### src/rtl/mips_muldiv_if.sv
// Request/response bundle between the execute stage and the mult/div sequencer.
interface mips_muldiv_if #(
  parameter int XLEN = 32
);
  logic            op_valid;
  logic [2:0]      op_code;
  logic [XLEN-1:0] rs_data;
  logic [XLEN-1:0] rt_data;
  logic            op_ready;
  logic            mf_req;
  logic            stall;
  logic            busy;
  logic            done;
  logic [XLEN-1:0] hi;
  logic [XLEN-1:0] lo;

  modport master (
    output op_valid, op_code, rs_data, rt_data, mf_req,
    input  op_ready, stall, busy, done, hi, lo
  );

  modport slave (
    input  op_valid, op_code, rs_data, rt_data, mf_req,
    output op_ready, stall, busy, done, hi, lo
  );
endinterface

### src/rtl/mips_muldiv_ctrl.sv
// MIPS multiply/divide sequencer: iterative shift-add multiply and restoring
// divide (one bit per cycle), sign fix-up cycle, and the HI/LO registers.
module mips_muldiv_ctrl #(
  parameter int XLEN = 32
) (
  input logic          clk,
  input logic          rst,
  mips_muldiv_if.slave bus
);
  localparam logic [1:0] S_IDLE = 2'd0;
  localparam logic [1:0] S_MUL  = 2'd1;
  localparam logic [1:0] S_DIV  = 2'd2;
  localparam logic [1:0] S_FIX  = 2'd3;
  localparam int CW = $clog2(XLEN);
  localparam logic [CW-1:0] LAST = CW'(XLEN - 1);

  logic [1:0]        state_q, state_d;
  logic [CW-1:0]     cnt_q, cnt_d;
  // Multiply: {partial product, remaining multiplier bits}.
  // Divide:   {partial remainder, dividend bits shifting into quotient}.
  logic [2*XLEN-1:0] acc_q, acc_d;
  logic [XLEN-1:0]   opnd_q, opnd_d;      // multiplicand or divisor magnitude
  logic              is_div_q, is_div_d;
  logic              neg_lo_q, neg_lo_d;  // negate product / quotient
  logic              neg_hi_q, neg_hi_d;  // negate remainder
  logic [XLEN-1:0]   hi_q, hi_d;
  logic [XLEN-1:0]   lo_q, lo_d;
  logic              done_q, done_d;

  logic              op_signed, rs_neg, rt_neg;
  logic [XLEN-1:0]   rs_mag, rt_mag;
  logic [XLEN:0]     mul_sum;
  logic [XLEN:0]     rem_shift;
  logic [XLEN+1:0]   div_diff;
  logic              div_ge;
  logic [XLEN-1:0]   div_rem;

  assign op_signed = (bus.op_code == 3'd0) || (bus.op_code == 3'd2);
  assign rs_neg    = op_signed & bus.rs_data[XLEN-1];
  assign rt_neg    = op_signed & bus.rt_data[XLEN-1];
  assign rs_mag    = rs_neg ? -bus.rs_data : bus.rs_data;
  assign rt_mag    = rt_neg ? -bus.rt_data : bus.rt_data;

  // One shift-add step: add multiplicand when the current multiplier bit is set.
  assign mul_sum   = {1'b0, acc_q[2*XLEN-1:XLEN]} + (acc_q[0] ? {1'b0, opnd_q} : '0);
  // One restoring step: the extra top bit keeps the borrow unambiguous.
  assign rem_shift = acc_q[2*XLEN-1:XLEN-1];
  assign div_diff  = {1'b0, rem_shift} - {2'b00, opnd_q};
  assign div_ge    = ~div_diff[XLEN+1];
  assign div_rem   = div_ge ? div_diff[XLEN-1:0] : rem_shift[XLEN-1:0];

  assign bus.op_ready = (state_q == S_IDLE);
  assign bus.busy     = (state_q != S_IDLE);
  assign bus.stall    = (bus.mf_req | bus.op_valid) & bus.busy;
  assign bus.done     = done_q;
  assign bus.hi       = hi_q;
  assign bus.lo       = lo_q;

  // Next-state and datapath step for the sequencer.
  always_comb begin
    state_d  = state_q;
    cnt_d    = cnt_q;
    acc_d    = acc_q;
    opnd_d   = opnd_q;
    is_div_d = is_div_q;
    neg_lo_d = neg_lo_q;
    neg_hi_d = neg_hi_q;
    hi_d     = hi_q;
    lo_d     = lo_q;
    done_d   = 1'b0;
    case (state_q)
      S_IDLE: begin
        if (bus.op_valid) begin
          case (bus.op_code)
            3'd0, 3'd1: begin
              acc_d    = {{XLEN{1'b0}}, rt_mag};
              opnd_d   = rs_mag;
              neg_lo_d = rs_neg ^ rt_neg;
              neg_hi_d = rs_neg ^ rt_neg;
              is_div_d = 1'b0;
              cnt_d    = '0;
              state_d  = S_MUL;
            end
            3'd2, 3'd3: begin
              is_div_d = 1'b1;
              cnt_d    = '0;
              if (bus.rt_data == '0) begin
                // Divide by zero skips iteration; FIX commits raw rs and all ones.
                acc_d    = {bus.rs_data, {XLEN{1'b1}}};
                neg_lo_d = 1'b0;
                neg_hi_d = 1'b0;
                state_d  = S_FIX;
              end else begin
                acc_d    = {{XLEN{1'b0}}, rs_mag};
                opnd_d   = rt_mag;
                neg_lo_d = rs_neg ^ rt_neg;
                neg_hi_d = rs_neg;
                state_d  = S_DIV;
              end
            end
            3'd4:    hi_d = bus.rs_data;
            3'd5:    lo_d = bus.rs_data;
            default: ;
          endcase
        end
      end
      S_MUL: begin
        acc_d = {mul_sum, acc_q[XLEN-1:1]};
        cnt_d = cnt_q + 1'b1;
        if (cnt_q == LAST) begin
          cnt_d   = '0;
          state_d = S_FIX;
        end
      end
      S_DIV: begin
        acc_d = {div_rem, acc_q[XLEN-2:0], div_ge};
        cnt_d = cnt_q + 1'b1;
        if (cnt_q == LAST) begin
          cnt_d   = '0;
          state_d = S_FIX;
        end
      end
      default: begin
        if (is_div_q) begin
          lo_d = neg_lo_q ? -acc_q[XLEN-1:0] : acc_q[XLEN-1:0];
          hi_d = neg_hi_q ? -acc_q[2*XLEN-1:XLEN] : acc_q[2*XLEN-1:XLEN];
        end else begin
          {hi_d, lo_d} = neg_lo_q ? -acc_q : acc_q;
        end
        done_d  = 1'b1;
        state_d = S_IDLE;
      end
    endcase
  end

  // State registers; reset abandons any in-flight operation.
  always_ff @(posedge clk or posedge rst) begin
    if (rst) begin
      state_q  <= S_IDLE;
      cnt_q    <= '0;
      acc_q    <= '0;
      opnd_q   <= '0;
      is_div_q <= 1'b0;
      neg_lo_q <= 1'b0;
      neg_hi_q <= 1'b0;
      hi_q     <= '0;
      lo_q     <= '0;
      done_q   <= 1'b0;
    end else begin
      state_q  <= state_d;
      cnt_q    <= cnt_d;
      acc_q    <= acc_d;
      opnd_q   <= opnd_d;
      is_div_q <= is_div_d;
      neg_lo_q <= neg_lo_d;
      neg_hi_q <= neg_hi_d;
      hi_q     <= hi_d;
      lo_q     <= lo_d;
      done_q   <= done_d;
    end
  end
endmodule

### src/flat_wrapper.sv
// flat-port wrapper written by rule: the top's interface ports become plain ports
module mips_muldiv_ctrl_flat 
#(
  parameter int XLEN = 32
)
  (clk, rst, bus_op_valid, bus_op_code, bus_rs_data, bus_rt_data, bus_mf_req, bus_op_ready, bus_stall, bus_busy, bus_done, bus_hi, bus_lo);
  mips_muldiv_if #(.XLEN(XLEN)) bus_i ();
  input logic clk;
  input logic rst;
  input wire logic [$bits(bus_i.op_valid)-1:0] bus_op_valid;
  input wire logic [$bits(bus_i.op_code)-1:0] bus_op_code;
  input wire logic [$bits(bus_i.rs_data)-1:0] bus_rs_data;
  input wire logic [$bits(bus_i.rt_data)-1:0] bus_rt_data;
  input wire logic [$bits(bus_i.mf_req)-1:0] bus_mf_req;
  output wire logic [$bits(bus_i.op_ready)-1:0] bus_op_ready;
  output wire logic [$bits(bus_i.stall)-1:0] bus_stall;
  output wire logic [$bits(bus_i.busy)-1:0] bus_busy;
  output wire logic [$bits(bus_i.done)-1:0] bus_done;
  output wire logic [$bits(bus_i.hi)-1:0] bus_hi;
  output wire logic [$bits(bus_i.lo)-1:0] bus_lo;
  assign bus_i.op_valid = bus_op_valid;
  assign bus_i.op_code = bus_op_code;
  assign bus_i.rs_data = bus_rs_data;
  assign bus_i.rt_data = bus_rt_data;
  assign bus_i.mf_req = bus_mf_req;
  assign bus_op_ready = bus_i.op_ready;
  assign bus_stall = bus_i.stall;
  assign bus_busy = bus_i.busy;
  assign bus_done = bus_i.done;
  assign bus_hi = bus_i.hi;
  assign bus_lo = bus_i.lo;
  mips_muldiv_ctrl #(.XLEN(XLEN)) u_core (.clk(clk), .rst(rst), .bus(bus_i));
endmodule
### config.mk
export PLATFORM = sky130hd
export DESIGN_NAME = mips_muldiv_ctrl_flat
export DESIGN_NICKNAME = d
export VERILOG_FILES = /design/src/rtl/mips_muldiv_if.sv /design/src/rtl/mips_muldiv_ctrl.sv /design/src/flat_wrapper.sv
export SDC_FILE = /design/constraint.sdc
export NUM_CORES = 1
export LEC_CHECK = 0
export CORE_MARGIN = 2
export CORE_UTILIZATION = 58
export CTS_BUF_LIST = sky130_fd_sc_hd__clkbuf_4
export DETAILED_ROUTE_END_ITERATION = 8
export DONT_BUFFER_PORTS = 1
export GPL_ROUTABILITY_DRIVEN = 1
export PLACE_DENSITY = 0.85
export SYNTH_ARGS = -nofsm -noshare
export SYNTH_HDL_FRONTEND = slang
export SYNTH_SLANG_ARGS = --single-unit
### constraint.sdc
create_clock -name clk -period 8.65 [get_ports clk]
set_clock_uncertainty 0.05 [all_clocks]
set_input_delay 2.1625 -clock clk [delete_from_list [all_inputs] [get_ports clk]]
set_output_delay 2.1625 -clock clk [all_outputs]
set_load 0.05 [all_outputs]
# == Word level (Yosys, flattened, before mapping) ==
# Index checks and enable logic that the tools add are counted.
# totals
register_bits,171
output_inout_bits,68
# classes
mux,36
bitwise_logic,7
n_eq_ne,15
n_reduce_logical,20
addsub,8
# op_table
operator,count
two-way mux 32 bit,13
two-way mux 64 bit,3
case mux 32 bit (2 select lines),3
case mux 64 bit (3 select lines),1
negator 32 bit,4
case mux 64 bit (2 select lines),1
negator 64 bit,1
subtractor 33 x 32 -> 34 bit,1
adder 32 x 33 -> 33 bit,1
zero test 32 bit,1
AND reduction 3 bit,6
two-way mux 5 bit,3
case mux 5 bit (2 select lines),1
case mux 2 bit (2 select lines),2
"== test 3 x 2 -> 1 bit, second input constant",2
"== test 3 bit, second input constant",2
"inequality test 2 x 1 -> 1 bit, second input constant",3
"inequality test 2 bit, second input constant",3
case mux 1 bit (2 select lines),3
nonzero test 2 bit,3
OR reduction 2 bit,3
"adder 5 x 1 -> 5 bit, second input constant",1
"== test 5 bit, second input constant",1
two-way mux 1 bit,4
16 further kinds,20

# == Logic depth before layout (Yosys ltp) ==
# Gate-level depths: netlist (run 1).
# depth
depth_word,8
mapped_depth,14

# == Worst setup path after synthesis (run 1) ==
# Ideal clock, no wire load.
# synth_timing
path_type,in2out
from,input bus_op_valid
to,output bus_stall
arrival_ps,2835
cell_stages,2
slack_ps,3602
path_cell_list,nor2_1 > nor2_1
# synth_via
elab_chain_cells,2
# synth_rtl
element,line,text
start: declaration,flat_wrapper.sv:10,input wire logic [$bits(bus_i.op_valid)-1:0] bus_op_valid;
bitwise OR 1 bit,mips_muldiv_ctrl.sv:54,assign bus.stall = (bus.mf_req | bus.op_valid) & bus.busy;
bitwise AND 1 bit,mips_muldiv_ctrl.sv:54,
end: declaration,flat_wrapper.sv:16,output wire logic [$bits(bus_i.stall)-1:0] bus_stall;
# Every way passes these cells.

# == Worst setup path after layout (run 1) ==
# Same ends and word-level chain as after synthesis.

==> metrics.md, run 1 <==
| Metric | Value |
|---|---|
| Wire per inst | `24.98 um` |
| CTS tree | `yes` |
| Status | `finished, final reports clean` |
| Worst Tran Pin Value | `1258 ps` |
| Hold_sp | `u_core.opnd_q[23]` |
| Final number of max-transition violations | `0` |
| Yosys reg bits | `about 170` |
| Hold Crit Depth | `2` |
| Synth warn | `0` |
| Core Area | `0.02598 mm^2` |
| Post-CTS setup buffers | `0` |
| Cell Area, Synth | `0.01530 mm^2` |
| First-pass detailed-route iteration total | `7` |
| Final layout net count | `2037` |
| Drt total wl | `between 50000 and 60000 um` |
| Most used cell, CP | `nor2_1` |
| Maximum clock rate | `between 0.15 and 0.2 GHz` |
| Cts hold-fix bufs | `0` |
| Post-CTS sizing | `0` |
| VDD IR-drop max | `0.4562 mV` |
| Vias in the first global route | `14.38k` |
| FF-to-FF setup slack | `3950 ps` |
| GRT Total Usage | `between 30% and 40%` |
| Row count | `59` |
| PD cells | `472.0 mW/mm^2` |
| Layout cell share with drive strength beyond 1 | `5.728%` |
| First-pass GRT wire length | `83990 um` |
| Number of DRC markers in iteration 0 | `approximately 2.6k` |
| Worst hold-check path type | `reg -> reg` |
| Worst r2r src | `u_core.acc_q[0]` |
| RSZ-0062 raised after global routing | `false` |
| Library cells used by synthesis | `87` |
| Synthesized net count | `2121` |
| Clk slew on worst S/H paths | `180 ps` |
| Synth-to-Final Area Change | `2.960%` |
| Total gr overflow | `0` |
| Largest net degree at the start of global routing | `100` |
| DR WL met3 | `7992 um` |
| Slowest stage cell, crit path | `nor2_1` |
| Post-Syn Area per Cell | `between 7 and 8 um^2` |
| Fillcell total | `approximately 2.3k` |
| Antenna violations before repair | `4` |
| Die X-Extent | `around 170 um` |
| Post-synth ARST share | `100.0%` |
| Sum Neg Setup Slack | `0 ps` |
| # DRC | `0` |
| Vias/cell | `6.986` |
| Worst EP arrival | `about 2900 ps` |
| I/O pin total | `~140` |
| CP required | `6440 ps` |
| Clock Path Buffers | `2` |
| Endpoint, Worst Hold | `u_core.opnd_q[23]` |
| Min cycle time layout | `5066 ps` |
| Die area | `0.02769 mm^2` |
| Reg2Reg Depth | `12` |
| Worst slack, placed | `~3300 ps` |
| Synth Flop Type | `dfrtp_1` |
| Worst slew margin | `16.14%` |
| CP Cell Sequence | `nor2_1, nor2_1` |
| Initial core utilization | `approximately three fifths` |
| Die Y | `166.4 um` |
| Fin. Hold Viols | `0` |
| Worst Setup End Kind | `output port` |
| Max-cap violations | `0` |
| Gpl congestion | `1.028` |
| Post-synth EDFFs | `0` |
| Metal2 WL | `about 23000 um` |
| Design area | `about 0.016 mm^2` |
| Post-DP HPWL | `a little over 40000 um` |
| Placed Area | `roughly 0.015 mm^2` |
| Crit Path Class | `in -> out` |
| Slowest Stage Delay on Critical Path | `670 ps` |
| Root Buffer | `clkbuf_4` |
| R2r endpoint | `u_core.acc_q[60]` |
| Startpoint types | `input port` |
| Clk Latency, worst-skew pair | `650 ps` |
| Sequential cell area fraction in the yosys report | `between 20% and 30%` |
| I/O Buffers | `0` |
| Setup violators final | `0` |
| Mapped Cells | `between 1.5k and 2k` |
| Leak | `0.006673 uW` |
| CTS Sinks | `171` |
| Remaining antenna violation count | `0` |
| Total CTS buffers | `17` |
| Final worst slack | `3584 ps` |
| Uppermost layer routed | `met5` |
| M1 wire length | `20900 um` |
| Fin crit share | `58.56%` |
| CTS H-tree depth | `4` |
| CP top delay family | `simple AND/OR/NAND/NOR gates` |
| Via count | `~16k` |
| Critical Path Fanout Max | `3` |
| Bufs and invs on worst path | `0` |
## per-stage QoR
stage               hold WS, ps  utilization (%)  std cells  total power, uW
detailed placement        422.6            59.32       2206             6729
global route              489.5            60.62       2239             7919
floorplan                 399.8                -       1974             5586
finish                    459.5            60.62       2239             7435
CTS                       460.7            60.61       2238             7258
global placement          415.1            59.32       2206             6612
## cells in the mapped netlist (14+ instances only)
cell      instances  area (um^2)
nor2_1          231        867.1
nand2_1         218        818.3
a21oi_1         180        900.9
dfrtp_1         171         4279
o21ai_0         156        780.8
clkbuf_1         87        326.6
xor2_1           87        762.0
xnor2_1          81        709.4
ha_1             74        925.9
inv_1            64        240.2
mux2i_1          38        380.4
nor3_1           38        190.2
nand3_1          37        185.2
o31ai_1          35        262.8
a21o_1           27        202.7
a22oi_1          27        202.7
a31oi_1          26        162.7
a211oi_1         21        157.7
o211ai_1         21        157.7
and3_1           20        125.1
a22o_1           19        166.4
buf_1            16        60.06
nor4_1           16        100.1
o221ai_1         16        140.1
a221oi_1         15        131.4
buf_2            14        70.07
o21a_1           14        105.1
o21ai_1          14        70.07
## registers in the layout (all words and copies together) (netlist names)
| register | flops |
|---|---|
| u_core.acc_q | 64 |
| u_core.bus.hi | 32 |
| u_core.bus.lo | 32 |
| u_core.opnd_q | 32 |
| u_core.cnt_q | 5 |
| u_core.state_q | 2 |
| u_core.bus.done | 1 |
| u_core.is_div_q | 1 |
| u_core.neg_hi_q | 1 |
| u_core.neg_lo_q | 1 |
## cell type report
cell class | count | area [um^2] | area share (%)
Clock buffer | 17 | 127.6 | 0.8102
Multi-Input combinational cell | 1618 | 10340 | 65.66
Inverter | 66 | 252.7 | 1.604
Tap cell | 335 | 419.2 | 2.661
Timing Repair Buffer | 16 | 120.1 | 0.7625
Sequential cell | 171 | 4279 | 27.16
Antenna cell | 1 | 2.502 | 0.01589
Clock inverter | 15 | 209.0 | 1.326
## report_power, final
group,total (uW),leakage (uW),switching [uW],internal (uW)
logic,4610,0.00439,2900,1710
clock network,535,0.000173,387,148
registers,2290,0.00211,1100,1190
total,7440,0.00667,4390,3040
## per-layer routing
layer	global-route usage [%]	vias to the layer above
met5	0	-
met4	23.76	2
met3	9.601	245
met2	56.34	1180
met1	52.81	7258
li1	-	6957
## worst reg2reg max path, delay by kind of cell, from the launching register on
kind                     cells  cell delay (ps)
AO/OA/AOI/OAI                5             1480
AND/OR/NAND/NOR              5             1020
buffers and inverters        1              990
flip-flops                   1              610
adder cells (fa/ha/maj)      1              450
## cells in the final DEF, fill, tap and decap left out, types with 15 or more instances in the layout
cell type / instances
buf_4: 16
xor2_1: 87
and3_1: 20
nor3_1: 38
dfrtp_1: 171
nor2_1: 231
a21o_1: 27
a22oi_1: 27
nor4_1: 16
a221oi_1: 15
clkbuf_4: 17
o21ai_0: 155
a211oi_1: 21
nand3_1: 37
o221ai_1: 16
ha_1: 73
xnor2_1: 81
mux2i_1: 38
a22o_1: 19
inv_1: 62
nand2_1: 218
o31ai_1: 35
o211ai_1: 21
a21oi_1: 179
a31oi_1: 26
## how the worst max path moves through the flow
stage	end	startpoint	slack [ps]	depth (start not counted)
after global placement	u_core.opnd_q[26]	bus_rt_data[9]	3420	6
after floorplan	u_core.acc_q[0]	rst	1810	1
final	bus_stall	bus_op_valid	3580	2
after CTS	bus_stall	bus_op_valid	3580	2
after detailed placement	u_core.opnd_q[13]	bus_rt_data[9]	3330	6
after global routing	bus_stall	bus_op_valid	3580	2
## cells by family (layout without fill, tap and decap cells)
logic type | count (synthesis) | count (layout) | synth area share, %
xor gates and xnor gates | 170 | 170 | 9.830
muxes | 50 | 50 | 3.369
DFF | 171 | 171 | 27.97
adders and majority gates | 76 | 76 | 6.313
other | 0 | 1 | 0
and+or+nand+nor | 672 | 672 | 20.55
buffers and inverters | 185 | 114 | 4.727
AOI/OAI and AO/OA | 650 | 650 | 27.24
Power figures use the tool's default switching activity.
==> run 2: changes to the inputs <==
==> constraint.sdc (replaced) <==
create_clock -name clk -period 4.9 [get_ports clk]
set_clock_uncertainty 0.05 [all_clocks]
set_input_delay 1.225 -clock clk [delete_from_list [all_inputs] [get_ports clk]]
set_output_delay 1.225 -clock clk [all_outputs]
set_load 0.05 [all_outputs]
==> run 2 against run 1 <==
Cell count is 0.80% higher. Non-clock buffer count rose by 16. Clock power up 70%. Worst hold slack got worse by 67 ps. Largest power group unchanged.
==> metrics.md, run 2 (synthesis gave the netlist of run 1 again) <==
| Metric | Value |
|---|---|
| VDD IR-drop max | `0.6778 mV` |
| First-pass detailed-route iteration total | `6` |
| Status | `finished, final reports clean` |
| Fin crit share | `82.29%` |
| FF-to-FF setup slack | `870 ps` |
| Final layout net count | `2053` |
| CTS Sinks | `171` |
| Maximum clock rate | `around 0.25 GHz` |
| Worst EP arrival | `4510 ps` |
| Drt total wl | `between 50000 and 60000 um` |
| Worst slack, placed | `968.5 ps` |
| I/O pin total | `139` |
| Final number of max-transition violations | `0` |
| Slowest stage cell, crit path | `dfrtp_1` |
| Synth-to-Final Area Change | `3.787%` |
| Worst Setup End Kind | `register` |
| Final worst slack | `~870 ps` |
| Vias/cell | `6.897` |
| Fin. Hold Viols | `0` |
| CTS H-tree depth | `4` |
| Startpoint types | `register` |
| Root Buffer | `clkbuf_4` |
| Cts hold-fix bufs | `0` |
| Wire per inst | `24.67 um` |
| Die Y | `166.4 um` |
| Clk slew on worst S/H paths | `between 150 and 200 ps` |
| Worst setup path start | `u_core.acc_q[0]` |
| Post-CTS sizing | `0` |
| Via count | `15.57k` |
| Sum Neg Setup Slack | `0 ps` |
| Antenna violations before repair | `2` |
| Critical Path Fanout Max | `13` |
| Gpl congestion | `1.027` |
| Die area | `0.02769 mm^2` |
| Post-CTS setup buffers | `0` |
| Row count | `roughly 60` |
| Most used cell, CP | `nor3_1` |
| CP Cell Sequence | `inv_1, nor2_1, ha_1, nor3_1, nor4_1, nand4_1, a31oi_1, o2111ai_1, a21boi_0, nor3_1, o31a_1, a221oi_1` |
| # DRC | `0` |
| Vias in the first global route | `14.37k` |
| Worst r2r src | `u_core.acc_q[0]` |
| Design Power | `13270 uW` |
| CP required | `5370 ps` |
| Layout cell share with drive strength beyond 1 | `6.514%` |
| Most common cell after layout, fill and taps aside | `nor2_1` |
| Initial core utilization | `around three fifths` |
| Clk Latency, worst-skew pair | `just over 600 ps` |
| Number of flip-flops in the largest register | `between 60 and 70` |
| Number of DRC markers in iteration 0 | `approximately 2.5k` |
| Leak | `around 0.0068 uW` |
| Total CTS buffers | `17` |
| Most frequent cells in the layout | `nor2_1 (231), nand2_1 (218), a21oi_1 (179)` |
| CTS tree | `yes` |
| Post-DP HPWL | `42340 um` |
| WHS | `392.2 ps` |
| Setup violators final | `0` |
| CP top delay family | `compound AO/OA/AOI/OAI gates` |
| Utilization after layout | `61.11%` |
| Reg2Reg Depth | `12` |
| Die X-Extent | `between 150 and 200 um` |
| CP Depth | `12` |
| Clock Path Buffers | `2` |
| Worst slew margin | `12.96%` |
| Largest net degree at the start of global routing | `between 90 and 100` |
| R2r endpoint | `u_core.acc_q[60]` |
| Bufs and invs on worst path | `1` |
| Largest reg by FF count | `u_core.acc_q` |
| Max-cap violations | `0` |
| Worst Tran Pin Value | `around 1300 ps` |
| Crit Path Class | `reg -> reg` |
| Worst hold-check path type | `in -> async` |
| CP endpoint | `u_core.acc_q[60]` |
| Slowest Stage Delay on Critical Path | `540 ps` |
| PD cells | `835.8 mW/mm^2` |
| I/O Buffers | `0` |
| First-pass GRT wire length | `84390 um` |
| GRT Total Usage | `between 30 and 40%` |
| Total gr overflow | `0` |
| Remaining antenna violation count | `0` |
| RSZ-0062 raised after global routing | `false` |
| Min cycle time layout | `4032 ps` |
| Core Area | `0.02598 mm^2` |
==> run 2: cell type report <==
cell class / count / area [um^2]
clock inverters: 15 / 186.4
repair buffers: 32 / 265.3
diodes: 3 / 7.507
inverters: 66 / 251.5
flip-flops and latches: 171 / 4279
multi-input cells: 1618 / 10340
fillers: 2305 / 10110
well taps: 335 / 419.2
clock buffers: 17 / 127.6
==> run 2: worst min path at each step <==
stage,start,to,cells past startpoint
global route,rst,u_core.acc_q[40],1
detailed placement,u_core.opnd_q[22],u_core.opnd_q[22],2
CTS,rst,u_core.acc_q[40],1
global placement,u_core.opnd_q[9],u_core.opnd_q[9],2
floorplan,u_core.opnd_q[10],u_core.opnd_q[10],2
finish,rst,u_core.acc_q[40],1
==> run 2: where the power goes <==
part	leakage [uW]	internal, uW	switching [uW]
combinational	0.00448	3080	5320
sequential	0.00211	2100	1860
clock	0.000166	248	659
total	0.00675	5430	7840
==> run 2: through the flow <==
| stage | cell area, um^2 | instances |
|---|---|---|
| detailed placement | 15560 | 2222 |
| global placement | 15560 | 2222 |
| CTS | 15870 | 2254 |
| floorplan | 15300 | 1974 |
| finish | 15880 | 2257 |
| global route | 15870 | 2255 |
==> run 2: metal layers <==
| metal | GRT usage (%) | vias to the layer above | share of wire (%) |
|---|---|---|---|
| met1 | 50.76 | 7232 | 37 |
| li1 | - | 7005 | - |
| met3 | 12.33 | 206 | 14 |
| met5 | 0 | - | 0 |
| met2 | 58.91 | 1124 | 42 |
| met4 | 20.46 | 0 | 6.0 |
